### config.mk
export PLATFORM = sky130hd
export DESIGN_NAME = dp_control_sequencer
export DESIGN_NICKNAME = d
export VERILOG_FILES = /design/src/rtl/dp_control_sequencer.sv
export SDC_FILE = /design/constraint.sdc
export NUM_CORES = 1
export LEC_CHECK = 0
export ABC_AREA = 1
export CAP_MARGIN = 5
export CORE_AREA = 10 10 47 49
export DETAILED_ROUTE_END_ITERATION = 12
export DIE_AREA = 0 0 57 59
export GPL_ROUTABILITY_DRIVEN = 0
export PLACE_DENSITY_LB_ADDON = 0.12
export SYNTH_ARGS = -nofsm -noshare
export SYNTH_HDL_FRONTEND = slang
export SYNTH_SLANG_ARGS = --single-unit
### constraint.sdc
create_clock -name clock -period 2.75 [get_ports clock]
set_input_delay 0.55 -clock clock [delete_from_list [all_inputs] [get_ports clock]]
set_output_delay 0.55 -clock clock [all_outputs]
set_load 0.05 [all_outputs]
### src/rtl/dp_control_sequencer.sv
// Strobe sequencer for the RA/RB/RZ datapath: IDLE -> T0 [-> T1]* -> DONE, Moore outputs.
// start is taken only in IDLE; LDA/MOVAB finish in 2 cycles, ADDB in 3, ACC N in 1+2N.
module dp_control_sequencer #(
  parameter int CNT_W = 4
) (
  input  logic             clock,
  input  logic             clear,
  input  logic             start,
  input  logic [1:0]       opcode,
  input  logic [CNT_W-1:0] count,
  output logic             RAin,
  output logic             RBin,
  output logic             RZin,
  output logic             RAout,
  output logic             RBout,
  output logic             RZout,
  output logic             busy,
  output logic             done
);

  typedef enum logic [1:0] {
    S_IDLE = 2'b00,
    S_T0   = 2'b01,
    S_T1   = 2'b10,
    S_DONE = 2'b11
  } state_t;

  localparam logic [1:0]       OP_LDA   = 2'b00;
  localparam logic [1:0]       OP_MOVAB = 2'b01;
  localparam logic [1:0]       OP_ADDB  = 2'b10;
  localparam logic [1:0]       OP_ACC   = 2'b11;
  localparam logic [CNT_W-1:0] CNT_ONE  = CNT_W'(1);

  state_t           state_q, state_d;
  logic [1:0]       op_q, op_d;
  logic [CNT_W-1:0] cnt_q, cnt_d;

  always_ff @(posedge clock) begin
    if (clear) begin
      state_q <= S_IDLE;
      op_q    <= 2'b00;
      cnt_q   <= '0;
    end else begin
      state_q <= state_d;
      op_q    <= op_d;
      cnt_q   <= cnt_d;
    end
  end

  always_comb begin
    state_d = state_q;
    op_d    = op_q;
    cnt_d   = cnt_q;
    unique case (state_q)
      S_IDLE: begin
        if (start) begin
          op_d  = opcode;
          cnt_d = count;
          state_d = (opcode == OP_ACC && count == '0) ? S_DONE : S_T0;
        end
      end
      S_T0: begin
        state_d = (op_q == OP_LDA || op_q == OP_MOVAB) ? S_DONE : S_T1;
      end
      S_T1: begin
        if (op_q == OP_ACC) begin
          // Test before decrementing so a count of all-ones runs in full without wrapping.
          cnt_d   = cnt_q - CNT_ONE;
          state_d = (cnt_q == CNT_ONE) ? S_DONE : S_T0;
        end else begin
          state_d = S_DONE;
        end
      end
      S_DONE: begin
        state_d = S_IDLE;
      end
      default: state_d = S_IDLE;
    endcase
  end

  always_comb begin
    RAin  = 1'b0;
    RBin  = 1'b0;
    RZin  = 1'b0;
    RAout = 1'b0;
    RBout = 1'b0;
    RZout = 1'b0;
    busy  = (state_q != S_IDLE);
    done  = (state_q == S_DONE);
    case (state_q)
      S_T0: begin
        case (op_q)
          OP_LDA:   RAin = 1'b1;
          OP_MOVAB: begin
            RAout = 1'b1;
            RBin  = 1'b1;
          end
          default: begin
            RBout = 1'b1;
            RZin  = 1'b1;
          end
        endcase
      end
      S_T1: begin
        RZout = 1'b1;
        RBin  = 1'b1;
      end
      default: ;
    endcase
  end

endmodule

* Word level (Yosys, flattened, before mapping) *
Index checks and enable logic that the tools add are counted.
W data, S select, Z words.

cells by class
  add/subtract/negate cells = 1
  equality and inequality tests = 9
  multiplexer cells = 17
  reduce and logical (&&, ||, !) cells = 10

operators by type and width
  cell                   number
  $eq A2 B2 Y1 const B   4
  $mux W1                8
  $mux W2                4
  $mux W4                2
  $pmux W2 S4            1
  $pmux W4 S2            1
  $eq A2 B1 Y1 const B   2
  $eq A4 B1 Y1 const B   1
  $logic_not A2 Y1       2
  $logic_not A4 Y1       1
  $ne A2 B2 Y1 const B   2
  $reduce_bool A2 Y1     2
  $sub A4 B1 Y4 const B  1
  $reduce_and A3 Y1      1
  $pmux W1 S2            1
  $reduce_and A2 Y1      1
  $reduce_or A2 Y1       1
  $logic_and A1 B1 Y1    1
  $logic_or A1 B1 Y1     1

word-level totals
  register bits = 8
  input bits = 9
  output and inout bits = 8
  logic and storage cells = 40

* Depth between registers and ports, before layout *
  depth in word-level cells = 5
  mapped depth = 9
  depth with buffers taken out = 9

* Worst setup path before layout *
No wires, ideal clock.

  path kind = register to output
  from = register state_q[0]
  to = output RBin
  arrival time = 2.332 ns
  required time = 2.200 ns
  setup slack = -0.132 ns
  stages on the path, launching flop included = 6
  path buffers = 1
  cell sequence = dfxtp_1 inv_1 ha_1 buf_6 inv_1 a21boi_0

between the ends
  word-level cells in the longest chain between the ends = 2
  elaborated cells on any way between the ends = 3
  classes of those cells = 2 x eq/ne; 1 x mux

RTL lines
  item                                                 line  source
  start, declared                                      34    state_t state_q, state_d;
  start signal, assigned                               44    state_q <= state_d;
  $eq A2 B2 Y1 / $eq A2 B1 Y1 (equally long branches)  90    case (state_q)
  $pmux W1 S2 (*)                                      90
  end, declared                                        12    output logic RBin,

Mark *: on every way between the ends. The rest lies on a longest branch, timed or not.

* Final worst setup path *
  from = register state_q[1]
  to = output RAin

between the ends
  word-level cells in the longest chain between the ends = 2

RTL lines
  item           line  source
  $eq A2 B1 Y1   90
  $mux W1        90
  end, declared  11    output logic RAin,

Every way passes these cells.

==> qor.txt <==
Status: complete, no violations
Post-synthesis sequential element count: 8
Area delta synth->final: 31.5%
Clock skew: 0.00491 ns
Worst-case vdd ir drop: 0.448 mV
Seq/Total Area, Yosys: 26.3%
Reg2Reg Depth: 7
Worst path max stage delay: 0.83 ns
Clk sinks: 8
Initial Util: 43.4%
Largest net degree at the start of global routing: 9
Sequential Power Share: 27.9%
Final Setup Violations: 0
Final instance area: 800 um^2
H-tree Lvls: 1
Die width: 57 um
DR pass1 iterations: 4
Worst hold path cell count: 2
Worst Path Max Fanout: 4
Routed wire length: 1.43 mm
Met3 WL: 96 um
Final core occ: 57.1%
CTS resizes: 0
Mapped Avg Cell Area: 6.61 um^2
HPWL Detailed: 1.13 mm
Worst-skew pair later-pin latency: 0.26 ns
Synth warnings: 0
CTS tree: yes
CTS Buf Count: 3
Global-route usage over all layers: 8.72%
Nets: 128
Number of global-route vias before repair: 557
Via count: 610
WL per Instance: 11.3 um
CP Class: flop to primary output
Least-Margin Pin Slew: 0.518 ns
Met1 WL: 666 um
Die Span Y: 59 um
Port Buffers: 16
Initial detailed-routing violation count: 9
Fmax: 0.395 GHz
Clock Power Share: 15.7%
Worst Hold Class: flop to flop
Core footprint: 1400 um^2
Critical Path AT: 1.98 ns
Final setup TNS: 0 ns
Switching power: 0.297 mW
Pwr dens: 771 nW/um^2
Layout cell share with drive strength beyond 1: 10.9%
Distinct cell type count after synthesis: 17
Via/cell ratio: 4.84
First-pass GRT wire length: 2.33 mm
Total grt overflow: 0
Mapped Area: 608 um^2
Leakage: 0.396 nW
Ant diodes: 0
Top cell by count, worst path: inv_1
Placed Instance Area: 774 um^2
Min Tclk post-route: 2.53 ns
Required @ worst endpoint: 2.20 ns
# Max-Cap Violations: 0
RSZ-0062 raised after global routing: false
Antenna violations before repair: 0
Syn Inst Count: 92
Max Used Layer: met4
Worst setup SP type: flop
Die area: 3360 um^2
Rows: 14
Sw Ratio: 48.2%
Crit-path slowest cell: clkdlybuf4s50_1
Synthesized net count: 108
CTS root buf: clkbuf_4
Max-slew violation count: 0
Clk buf depth: 2
Top-Level Pins: 17
Final ANT Viol Nets: 0
Relative slew slack: 65.4%
Critical path endpoint category: primary output
Post-CTS Setup Bufs: 0
DRC viols: 0
Hold bufs inserted after CTS: 0
Reg clk slew, reported paths: 0.06 ns
Final period util: 92.0%
Gate power share: 56.3%
Crit-path cells: inv_1, ha_1, inv_1, nor3_1, clkdlybuf4s50_1
Hold Fails Final Rpt: 0
Metal2 WL: 632 um
Pint: 0.319 mW
==> metal layers <==
metal	vias up	global-route usage (%)
li1	327	-
met1	264	9.50
met2	14	13.6
met3	5	3.00
met4	0	6.71
met5	-	0
==> final cells by class <==
| cell class | instances | area (um^2) |
|---|---|---|
| fill | 152 | 602 |
| tap | 16 | 20.0 |
| clock buffer | 3 | 22.5 |
| timing repair buffer | 17 | 168 |
| sequential | 8 | 160 |
| inverter | 16 | 60.1 |
| multi-input combinational | 66 | 369 |
==> cell families (layout without fill, tap and decap cells) <==
kind of cell | count (synthesis) | count (layout) | share of synthesized area, %
AND/OR/NAND/NOR | 42 | 42 | 30.9
AO/OA/AOI/OAI | 17 | 17 | 15.4
buffers and inverters | 18 | 36 | 13.0
adder cells (fa/ha/maj) | 7 | 7 | 14.4
flip-flops | 8 | 8 | 26.3
==> Yosys cell counts (all sizes together) <==
| master | n | share of area (%) |
|---|---|---|
| nand2 | 18 | 14 |
| inv | 16 | 9.9 |
| nor2 | 16 | 11 |
| o21ai | 10 | 8.2 |
| dfxtp | 8 | 26 |
| ha | 7 | 14 |
| nand3 | 7 | 5.8 |
| a21oi | 5 | 4.7 |
| buf | 2 | 3.1 |
| a21boi | 1 | 1.2 |
| nor3 | 1 | 0.82 |
| o21bai | 1 | 1.2 |
==> flip-flops by register name, summed over array words and instances (netlist names) <==
name and flops:
op_q 2, cnt_q 4, state_q 2
==> worst max-delay path: cells and delay by family (launching register included) <==
kind                       cells  cell delay [ns]
and+or+nand+nor                1             0.15
buffers and inverters          3             1.03
adders and majority gates      1             0.20
DFF                            1             0.34
==> stage by stage <==
stage	instances	power (mW)	setup slack, ns	hold WS [ns]
floorplan	92	0.433	0.239	0.470
global placement	123	0.520	0.507	0.496
detailed placement	123	0.520	0.461	0.507
CTS	126	0.618	0.138	0.515
global route	126	0.663	0.0585	0.532
finish	126	0.616	0.219	0.510
==> power by group through the flow <==
stage	Clock (mW)	Combinational (mW)	Sequential, mW
3_5_place_dp	0	0.347	0.174
4_1_cts	0.0955	0.351	0.172
3_3_place_gp	0	0.347	0.174
2_1_floorplan	0	0.265	0.167
6_report	0.0968	0.347	0.172
5_1_grt	0.104	0.383	0.177
==> worst paths after layout <==
path                      endpoint                    start  slack (ns)
max                           RAin  state_q[1]$_SDFFE_PP0P_        0.22
min          cnt_q[3]$_SDFFE_PP0P_    cnt_q[3]$_SDFFE_PP0P_        0.51
max reg2reg  cnt_q[0]$_SDFFE_PP0P_  state_q[0]$_SDFFE_PP0P_        1.29
min reg2reg  cnt_q[3]$_SDFFE_PP0P_    cnt_q[3]$_SDFFE_PP0P_        0.51
==> placed cells by master, fill, tap and decap left out, types with 2 or more instances in the layout <==
cell and n:
inv_1 16, nor2_1 14, ha_1 7, nand3_1 7
o21ai_0 10, buf_4 2, clkdlybuf4s50_1 14, dfxtp_1 8
nor2_2 2, nand2_2 3, nand2_1 14, a21oi_1 4
clkbuf_4 3
No activity file was read; power rests on OpenSTA's default activity.
